File: src/rtl/spi_ram_arbiter.sv
// rtl/spi_ram_arbiter.sv - SPI command decoder sharing one RAM port with a host requester
// Optional feature: define ADDR_AUTO_INC_EN to post-increment wr_addr/rd_addr on SPI opcodes 01/11.
module spi_ram_arbiter #(
  parameter int ADDR_W = 8,
  parameter int DATA_W = 8
) (
  input  logic              clk,
  input  logic              rst_n,
  input  logic [ADDR_W+1:0] rx_data,
  input  logic              rx_valid,
  output logic [DATA_W-1:0] tx_data,
  output logic              tx_valid,
  input  logic              host_req,
  input  logic              host_we,
  input  logic [ADDR_W-1:0] host_addr,
  input  logic [DATA_W-1:0] host_wdata,
  output logic              host_gnt,
  output logic              host_rvalid,
  output logic [DATA_W-1:0] host_rdata,
  output logic              ram_en,
  output logic              ram_we,
  output logic [ADDR_W-1:0] ram_addr,
  output logic [DATA_W-1:0] ram_wdata,
  input  logic [DATA_W-1:0] ram_rdata,
  output logic              spi_ovf
);

  typedef enum logic [1:0] {
    S_IDLE     = 2'd0,
    S_SPI_ACC  = 2'd1,
    S_HOST_ACC = 2'd2,
    S_RD_WAIT  = 2'd3
  } state_t;

  state_t state_q, state_d;

  logic [ADDR_W-1:0] wr_addr_q, wr_addr_d;
  logic [ADDR_W-1:0] rd_addr_q, rd_addr_d;
  logic              spi_pend_q, spi_pend_d;
  logic [ADDR_W+1:0] spi_word_q, spi_word_d;
  logic              spi_ovf_q, spi_ovf_d;
  logic              rd_spi_q, rd_spi_d;
  logic              ram_en_q, ram_en_d;
  logic              ram_we_q, ram_we_d;
  logic [ADDR_W-1:0] ram_addr_q, ram_addr_d;
  logic [DATA_W-1:0] ram_wdata_q, ram_wdata_d;
  logic [DATA_W-1:0] tx_data_q, tx_data_d;
  logic              tx_valid_q, tx_valid_d;
  logic              host_gnt_q, host_gnt_d;
  logic              host_rvalid_q, host_rvalid_d;
  logic [DATA_W-1:0] host_rdata_q, host_rdata_d;

  // A buffered word takes precedence over the live strobe so commands stay in order
  logic              spi_work;
  logic [ADDR_W+1:0] cmd_word;
  logic [1:0]        cmd_op;
  logic [ADDR_W-1:0] cmd_payload;

  assign spi_work    = rx_valid || spi_pend_q;
  assign cmd_word    = spi_pend_q ? spi_word_q : rx_data;
  assign cmd_op      = cmd_word[ADDR_W+1:ADDR_W];
  assign cmd_payload = cmd_word[ADDR_W-1:0];

  // State register
  always_ff @(posedge clk or negedge rst_n) begin
    if (!rst_n) begin
      state_q <= S_IDLE;
    end else begin
      state_q <= state_d;
    end
  end

  // Next-state: SPI opcodes 01/11 and any granted host request claim the RAM port
  always_comb begin
    state_d = state_q;
    case (state_q)
      S_IDLE: begin
        if (spi_work) begin
          if (cmd_op[0]) state_d = S_SPI_ACC;
        end else if (host_req) begin
          state_d = S_HOST_ACC;
        end
      end
      S_SPI_ACC, S_HOST_ACC: state_d = ram_we_q ? S_IDLE : S_RD_WAIT;
      S_RD_WAIT: state_d = S_IDLE;
      default:   state_d = S_IDLE;
    endcase
  end

  // Outputs and datapath: compute next values of all registered outputs and buffers
  always_comb begin
    wr_addr_d     = wr_addr_q;
    rd_addr_d     = rd_addr_q;
    spi_pend_d    = spi_pend_q;
    spi_word_d    = spi_word_q;
    spi_ovf_d     = spi_ovf_q;
    rd_spi_d      = rd_spi_q;
    ram_en_d      = 1'b0;
    ram_we_d      = ram_we_q;
    ram_addr_d    = ram_addr_q;
    ram_wdata_d   = ram_wdata_q;
    tx_data_d     = tx_data_q;
    tx_valid_d    = 1'b0;
    host_gnt_d    = 1'b0;
    host_rvalid_d = 1'b0;
    host_rdata_d  = host_rdata_q;

    // The one-entry buffer drains in IDLE; a strobe arriving while it is full is lost
    if (state_q == S_IDLE && spi_pend_q) spi_pend_d = 1'b0;
    if (rx_valid) begin
      if (spi_pend_q) begin
        spi_ovf_d = 1'b1;
      end else if (state_q != S_IDLE) begin
        spi_word_d = rx_data;
        spi_pend_d = 1'b1;
      end
    end

    case (state_q)
      S_IDLE: begin
        if (spi_work) begin
          case (cmd_op)
            2'b00: wr_addr_d = cmd_payload;
            2'b10: rd_addr_d = cmd_payload;
            2'b01: begin
              ram_en_d    = 1'b1;
              ram_we_d    = 1'b1;
              ram_addr_d  = wr_addr_q;
              ram_wdata_d = DATA_W'(cmd_payload);
`ifdef ADDR_AUTO_INC_EN
              wr_addr_d   = wr_addr_q + ADDR_W'(1);
`else
              wr_addr_d   = wr_addr_q;
`endif
            end
            default: begin
              ram_en_d   = 1'b1;
              ram_we_d   = 1'b0;
              ram_addr_d = rd_addr_q;
              rd_spi_d   = 1'b1;
`ifdef ADDR_AUTO_INC_EN
              rd_addr_d  = rd_addr_q + ADDR_W'(1);
`else
              rd_addr_d  = rd_addr_q;
`endif
            end
          endcase
        end else if (host_req) begin
          host_gnt_d  = 1'b1;
          ram_en_d    = 1'b1;
          ram_we_d    = host_we;
          ram_addr_d  = host_addr;
          ram_wdata_d = host_wdata;
          rd_spi_d    = 1'b0;
        end
      end
      S_RD_WAIT: begin
        if (rd_spi_q) begin
          tx_data_d  = ram_rdata;
          tx_valid_d = 1'b1;
        end else begin
          host_rdata_d  = ram_rdata;
          host_rvalid_d = 1'b1;
        end
      end
      default: ;
    endcase
  end

  // Datapath and output registers; reset aborts any in-flight access
  always_ff @(posedge clk or negedge rst_n) begin
    if (!rst_n) begin
      wr_addr_q     <= '0;
      rd_addr_q     <= '0;
      spi_pend_q    <= 1'b0;
      spi_word_q    <= '0;
      spi_ovf_q     <= 1'b0;
      rd_spi_q      <= 1'b0;
      ram_en_q      <= 1'b0;
      ram_we_q      <= 1'b0;
      ram_addr_q    <= '0;
      ram_wdata_q   <= '0;
      tx_data_q     <= '0;
      tx_valid_q    <= 1'b0;
      host_gnt_q    <= 1'b0;
      host_rvalid_q <= 1'b0;
      host_rdata_q  <= '0;
    end else begin
      wr_addr_q     <= wr_addr_d;
      rd_addr_q     <= rd_addr_d;
      spi_pend_q    <= spi_pend_d;
      spi_word_q    <= spi_word_d;
      spi_ovf_q     <= spi_ovf_d;
      rd_spi_q      <= rd_spi_d;
      ram_en_q      <= ram_en_d;
      ram_we_q      <= ram_we_d;
      ram_addr_q    <= ram_addr_d;
      ram_wdata_q   <= ram_wdata_d;
      tx_data_q     <= tx_data_d;
      tx_valid_q    <= tx_valid_d;
      host_gnt_q    <= host_gnt_d;
      host_rvalid_q <= host_rvalid_d;
      host_rdata_q  <= host_rdata_d;
    end
  end

  assign tx_data     = tx_data_q;
  assign tx_valid    = tx_valid_q;
  assign host_gnt    = host_gnt_q;
  assign host_rvalid = host_rvalid_q;
  assign host_rdata  = host_rdata_q;
  assign ram_en      = ram_en_q;
  assign ram_we      = ram_we_q;
  assign ram_addr    = ram_addr_q;
  assign ram_wdata   = ram_wdata_q;
  assign spi_ovf     = spi_ovf_q;

endmodule

File: config.mk
export PLATFORM = sky130hd
export DESIGN_NAME = spi_ram_arbiter
export DESIGN_NICKNAME = d
export VERILOG_FILES = /design/src/rtl/spi_ram_arbiter.sv
export SDC_FILE = /design/constraint.sdc
export NUM_CORES = 1
export LEC_CHECK = 0
export ABC_AREA = 1
export CAP_MARGIN = 40
export CORE_ASPECT_RATIO = 1.75
export CORE_MARGIN = 2
export CORE_UTILIZATION = 53
export CTS_CLUSTER_SIZE = 8
export DETAILED_ROUTE_END_ITERATION = 12
export PLACE_DENSITY = 0.83
export SLEW_MARGIN = 40
export SYNTH_ARGS = -nofsm -noshare
export SYNTH_HDL_FRONTEND = slang
export SYNTH_SLANG_ARGS = --single-unit
File: constraint.sdc
create_clock -name clk -period 3.2 [get_ports clk]
set_clock_uncertainty 0.1 [all_clocks]
set_input_delay 0.48 -clock clk [delete_from_list [all_inputs] [get_ports clk]]
set_output_delay 0.48 -clock clk [all_outputs]
set_load 0.1 [all_outputs]
-- Yosys cells after proc, flatten, opt, wreduce, memory -nomap -nowiden
Cells that the tools add are included.
Widths: inputs -> output; s select.
- equal/unequal tests: 10
- muxes and demuxes: 32
- bitwise gates (word level): 2
- reductions and logical operators: 19
- operators by type and width (cell ; count):
    $mux 8 ; 5
    $mux 1 ; 19
    $reduce_and 3->1 ; 6
    $pmux 8 s2 ; 1
    $mux 10 ; 1
    $mux 2 ; 4
    $reduce_and 2->1 ; 4
    $eq 2x2->1 const B ; 3
    $ne 3x3->1 const B ; 2
    $pmux 2 s3 ; 1
    $eq 2x1->1 const B ; 2
    $logic_not 2->1 ; 2
    $ne 2x2->1 const B ; 2
    $reduce_bool 2->1 ; 2
    $reduce_or 2->1 ; 2
    $reduce_or 3->1 ; 1
    $ne 2x1->1 const B ; 1
    $not 1->1 ; 2
    $pmux 1 s2 ; 1
    $logic_and 1x1->1 ; 1
    $logic_or 1x1->1 ; 1
- flip-flop bits (word level): 68
- input bits: 39
- output and inout port bits: 38

-- Logic depth before layout (Yosys ltp)
Gate-level depths: netlist of the first run.
- word-level depth: 6
- gate-level depth with buffers: 9
- gate-level depth less buffers: 8

-- Worst setup path after synthesis of the first run
No wires, ideal clock.
- path kind: register to register
- start point: reg state_q[0]
- end point: reg spi_word_q[8]
- library setup time: 125 ps
- arrival: 1436 ps
- required time: 2975 ps
- path slack: 1539 ps
- stages on the path, launching flop included: 6
- clock period less this slack: 1661 ps
- cell sequence: dfrtp_1 inv_1 ha_1 inv_1 nand3_2 mux2_2
- cells in the longest elaborated chain, start to end: 2
- RTL lines (what ; RTL line ; source):
    from (decl) ; 35 ; state_t state_q, state_d;
    from (signal assigned) ; 69 ; state_q <= state_d;
    $reduce_bool 2->1 ; 113 ; end else if (state_q != S_IDLE) begin
    $reduce_and 3->1 (no line) ; - ;
    to (signal assigned) ; 192 ; spi_word_q <= spi_word_d;
    to (decl) ; 40 ; logic [ADDR_W+1:0] spi_word_q, spi_word_d;
No other way between the ends.
A chain may end at the register's enable or synchronous reset.

-- Final worst setup path of the first run
- start point: reg spi_pend_q
- end point: reg state_q[1]
- cells in the longest elaborated chain, start to end: 3
- elaborated cells between the ends (all ways): 7
- RTL lines (what ; RTL line ; source):
    from (decl) ; 39 ; logic spi_pend_q, spi_pend_d;
    from (signal assigned) ; 191 ; spi_pend_q <= spi_pend_d;
    $mux 10 or $logic_or 1x1->1 (tied branches) ; 60, 59 ;
    $ne 3x3->1 (no line) or $mux 2 (tied branches) ; - ;
    $reduce_and 2->1 (no line) or $pmux 2 s3 (tied branches) ; - ;
Several ways; a longest one is shown, not always the timed one.

==> impl_metrics.json, run 1 <==
{
  "status": "completed",
  "ctsRootBufferMaster": "clkbuf_8",
  "post-route-util": 0.6978,
  "io_pins": 77,
  "grt_pass1_wl_um": 12160,
  "start_util": 0.5482,
  "clk_path_buf_depth": 2,
  "multiInputGateArea_um2": 1303,
  "finalSetupViolCount": 0,
  "hold_class": "input pin to asynchronous set/reset pin",
  "gp_routability_congestion": 0.8038,
  "placementRows": 37,
  "synth-seq-cells": 68,
  "avgSynthCellArea_um2": 9.054,
  "syn-cell-area_um2": 3223,
  "final_hold_viol_count": 0,
  "vias": 2624,
  "portBuffers": 76,
  "grt_pass1_vias": 2595,
  "cts_made_buffers": 9,
  "final_cell_mix": "106 x nand2_1, 68 x dfrtp_1, 48 x o21ai_0, 42 x buf_4, 37 x clkdlybuf4s50_1",
  "start_kind": "register",
  "tightest_slew_ns": 0.6700,
  "routedWlPerCell_um": 13.64,
  "viasPerCell": 5.095,
  "die_area_um2": 6746,
  "cts_resized": 0,
  "finalSetupTns_ns": 0,
  "core_um2": 5879,
  "nFillCells": 477,
  "diodes": 0,
  "fmax_mhz": 488.9,
  "rsz0062_at_grt": "false",
  "critical_path_class": "register to register",
  "die_x_um": 62.95,
  "remaining_drc_errors": 0,
  "drtIter0Drc": 100,
  "fin_crit_ns": 2.045,
  "final_max_slew_viol_count": 0,
  "post_cts_buffers": 0,
  "layout_commonest_cell": "nand2_1",
  "die_h_um": 107.2,
  "dp_hpwl_um": 5227,
  "drtAntennaViolNets": 0,
  "cp_max_fo": 21,
  "crit_arrival_ns": 2.16,
  "clkTransAtPathRegs_ns": 0.06,
  "synth_warnings": 0,
  "syn_inst": 356,
  "drive_gt1_frac": 0.1785,
  "critPathCaptureType": "register",
  "cts_tree": "done",
  "layout.nets": 475,
  "placed_cell_area_um2": 3900,
  "drtPass1Iterations": 4,
  "clkLatencyLatePin_ns": 0.35,
  "hold_buffers": 0,
  "layout.area.seq_um2": 1702,
  "stdcell_area_um2": 4103,
  "clkSinkCount": 68,
  "synth_cell_types": 31,
  "grt_antenna_before_repair": 0,
  "grt_max_degree": 49,
  "htreeDepth": 3,
  "fin_crit_sh": 0.6391,
  "syn2layout_area_growth_pct": 27.29,
  "track_usage": 0.2343,
  "gr-total-overflow": 0,
  "max_cap_viol_count": 0,
  "required_ns": 3.32,
  "maxSlewHeadroom": 0.5534,
  "syn-num-nets": 398,
  "yosysSeqAreaShare": 0.5280,
  "totalWireLength_um": 7025
}
-- state kept, by name (all words and copies together), names as in the netlist, 2 cells and up --
register	count
tx_data	8
ram_wdata	8
spi_word_q	10
rd_addr_q	8
host_rdata	8
ram_addr	8
wr_addr_q	8
state_q	2
-- critical path: stages (launching register included) --
cell     delay, ns
dfrtp_1       0.77
inv_2         0.16
nand2_4       0.12
nand2_8       0.09
nor2_8        0.19
nand2_8       0.14
o21ai_0       0.20
o21ai_0       0.13
-- cell families (layout without fill, tap and decap cells) --
logic type / after synthesis / count (layout) / share of synthesized area
buf+inv: 43 / 124 / 0.06793
compound gates: 67 / 67 / 0.1095
simple gates: 166 / 166 / 0.2547
flops: 68 / 68 / 0.5279
fa+ha+maj: 3 / 3 / 0.01165
mux: 9 / 9 / 0.02834
-- metal layers --
| metal | vias up | track usage | part of all wire |
|---|---|---|---|
| li1 | 1307 | - | - |
| met1 | 1234 | 0.2551 | 0.39 |
| met2 | 70 | 0.4202 | 0.55 |
| met3 | 13 | 0.04302 | 0.038 |
| met4 | 0 | 0.1333 | 0.022 |
| met5 | - | 0 | 0 |
-- cells in the mapped netlist (all sizes together) --
library cell,count,area [um^2]
buf,10,93.84
o211ai,1,7.510
o31ai,1,7.510
ha,3,37.54
nand4,8,50.05
mux2i,8,80.08
mux2,1,11.26
nor3,1,10.01
o21ai,62,317.8
a21o,1,7.510
o21a,1,7.510
inv,30,112.6
nand3b,1,7.510
nor2,30,167.7
dfrtp,68,1702
nand3,10,67.57
nand2,116,518.0
clkbuf,3,12.51
a21oi,1,5.000
-- path summary, 6_finish.rpt --
| kind | from | to | slack (ns) | cells past startpoint |
|---|---|---|---|---|
| worst min-delay path | rst_n | tx_data[4]$_DFFE_PN0P_ | 0.04 | 1 |
| worst min register to register | spi_ovf$_DFFE_PN0P_ | spi_ovf$_DFFE_PN0P_ | 0.37 | 1 |
| max in group asynchronous | rst_n | rd_addr_q[2]$_DFFE_PN0P_ | 2.37 | 2 |
| worst max register to register | spi_pend_q$_DFF_PN0_ | state_q[1]$_DFFE_PN0P_ | 1.15 | 7 |
| worst max-delay path | spi_pend_q$_DFF_PN0_ | state_q[1]$_DFFE_PN0P_ | 1.15 | 7 |
| min in group clk | spi_ovf$_DFFE_PN0P_ | spi_ovf$_DFFE_PN0P_ | 0.37 | 1 |
-- cell type report --
class	count	area share
Clock inverter	1	0.007319
Clock buffer	14	0.04209
Tap cell	78	0.02379
Inverter	30	0.02745
Sequential cell	68	0.4148
Multi-Input combinational cell	245	0.3175
Timing Repair Buffer	79	0.1671
-- stage by stage --
stage	hold WS, ns	worst slack [ns]	instances
floorplan	0.08441	1.539	356
global placement	0.3454	1.015	500
detailed placement	0.3636	0.9642	500
CTS	0.04900	1.152	515
global route	0.08283	1.002	515
finish	0.03565	1.155	515
Power of run 1 is left out: the tool's default activity adds up to more than one toggle a clock period on the data nets, which glitch-free logic cannot reach.
==> inputs of run 2 (changes only) <==
CORE_UTILIZATION = 45   (was 53)
PLACE_DENSITY = 0.75   (was 0.83)
clock period = 1.8 ns   (was 3.2 ns; I/O delays follow)
==> impl_metrics.json, run 2 (synthesized netlist as in run 1, its figures left out) <==
{
  "viasPerCell": 4.937,
  "drtIter0Drc": 161,
  "clkTransAtPathRegs_ns": 0.05,
  "final_hold_viol_count": 0,
  "layout_commonest_cell": "nand2_1",
  "maxSlewHeadroom": 0.6796,
  "gr-total-overflow": 0,
  "drive_gt1_frac": 0.2031,
  "gp_routability_congestion": 0.7823,
  "required_ns": 1.92,
  "syn2layout_area_growth_pct": 50.31,
  "dp_hpwl_um": 5278,
  "layout.nets": 490,
  "fmax_mhz": 620.4,
  "remaining_drc_errors": 0,
  "track_usage": 0.2054,
  "nFillCells": 506,
  "tightest_slew_ns": 0.4755,
  "portBuffers": 76,
  "start_kind": "register",
  "max_cap_viol_count": 0,
  "status": "completed",
  "crit_arrival_ns": 1.73,
  "die_h_um": 116.0,
  "cts_tree": "done",
  "die_x_um": 67.98,
  "clk_path_buf_depth": 2,
  "grt_max_degree": 69,
  "io_pins": 77,
  "rsz0062_at_grt": "false",
  "finalSetupViolCount": 0,
  "whs_ns": 0.3829,
  "totalWireLength_um": 7080,
  "critPathCaptureType": "register",
  "vias": 2651,
  "largest_reg_flops": 10,
  "drtAntennaViolNets": 0,
  "grt_pass1_wl_um": 12120,
  "htreeDepth": 3,
  "post_cts_buffers": 0,
  "final_cell_mix": "106 x nand2_1, 67 x dfrtp_1, 48 x o21ai_0, 42 x buf_12, 37 x clkdlybuf4s50_1",
  "core_um2": 6907,
  "clkLatencyLatePin_ns": 0.33,
  "hold_class": "register to register",
  "start_util": 0.4667,
  "die_area_um2": 7882,
  "critical_path_class": "register to register",
  "routedWlPerCell_um": 13.18,
  "cp_max_fo": 13,
  "regMostFlops": "spi_word_q",
  "cts_made_buffers": 9,
  "ctsRootBufferMaster": "clkbuf_16",
  "fin_crit_ns": 1.612,
  "diodes": 0,
  "placementRows": 40,
  "grt_antenna_before_repair": 0,
  "clkSinkCount": 68,
  "grt_pass1_vias": 2695,
  "drtPass1Iterations": 4,
  "fin_crit_sh": 0.8955,
  "final_max_slew_viol_count": 0
}
[run 2: critical path, cell delays in order (launching register included)]
cell	delay, ns
dfrtp_1	0.40
inv_1	0.09
ha_1	0.15
buf_4	0.18
nand2_4	0.09
nor2_8	0.22
nand2_1	0.12
nor2_1	0.12
nor2_1	0.05
[run 2: layout make-up]
cell class                      instances  area [um^2]  share of cell area
Sequential cell                        68         1703              0.3515
Timing Repair Buffer                   94         1324              0.2732
Multi-Input combinational cell        245         1303              0.2689
Clock buffer                           15        267.8             0.05527
Inverter                               30        112.6             0.02324
Tap cell                               84        105.1             0.02169
Clock inverter                          1        30.03            0.006198
[run 2: routing by layer]
metal,track usage,up-vias,share of wire
met5,0,-,0
met4,0.1120,0,0.034
met3,0.04854,20,0.043
met2,0.3508,81,0.54
met1,0.2287,1219,0.38
li1,-,1331,-
[run 2: metrics by stage]
stage,util,TNS (ns),area [um^2],setup WS (ns),cells
floorplan,-,0,3223,0.1389,356
global placement,0.6567,0,4536,0.007274,520
detailed placement,0.6567,-0.08233,4536,-0.02537,520
CTS,0.7013,0,4843,0.09507,537
global route,0.7014,0,4845,0.07963,537
finish,0.7014,0,4845,0.1880,537
[run 2: worst paths after layout]
kind | startpoint | to | slack (ns) | depth (start not counted)
worst max register to register | state_q[0]$_DFFE_PN0P_ | ram_addr[5]$_DFFE_PN0P_ | 0.19 | 8
min in group asynchronous | rst_n | host_gnt$_DFF_PN0_ | 0.39 | 3
max in group asynchronous | rst_n | spi_pend_q$_DFF_PN0_ | 0.92 | 3
worst max-delay path | state_q[0]$_DFFE_PN0P_ | ram_addr[5]$_DFFE_PN0P_ | 0.19 | 8
worst min register to register | wr_addr_q[6]$_DFFE_PN0P_ | wr_addr_q[6]$_DFFE_PN0P_ | 0.38 | 2
worst min-delay path | wr_addr_q[6]$_DFFE_PN0P_ | wr_addr_q[6]$_DFFE_PN0P_ | 0.38 | 2
[run 2: what timing repair did]
item                                    CTS  global route
hold buffers                              1             0
gates resized for setup                   0             1
endpoints found under the setup margin    0             1
endpoints found under the hold margin    68             0
Power of run 2 is left out for the same reason.
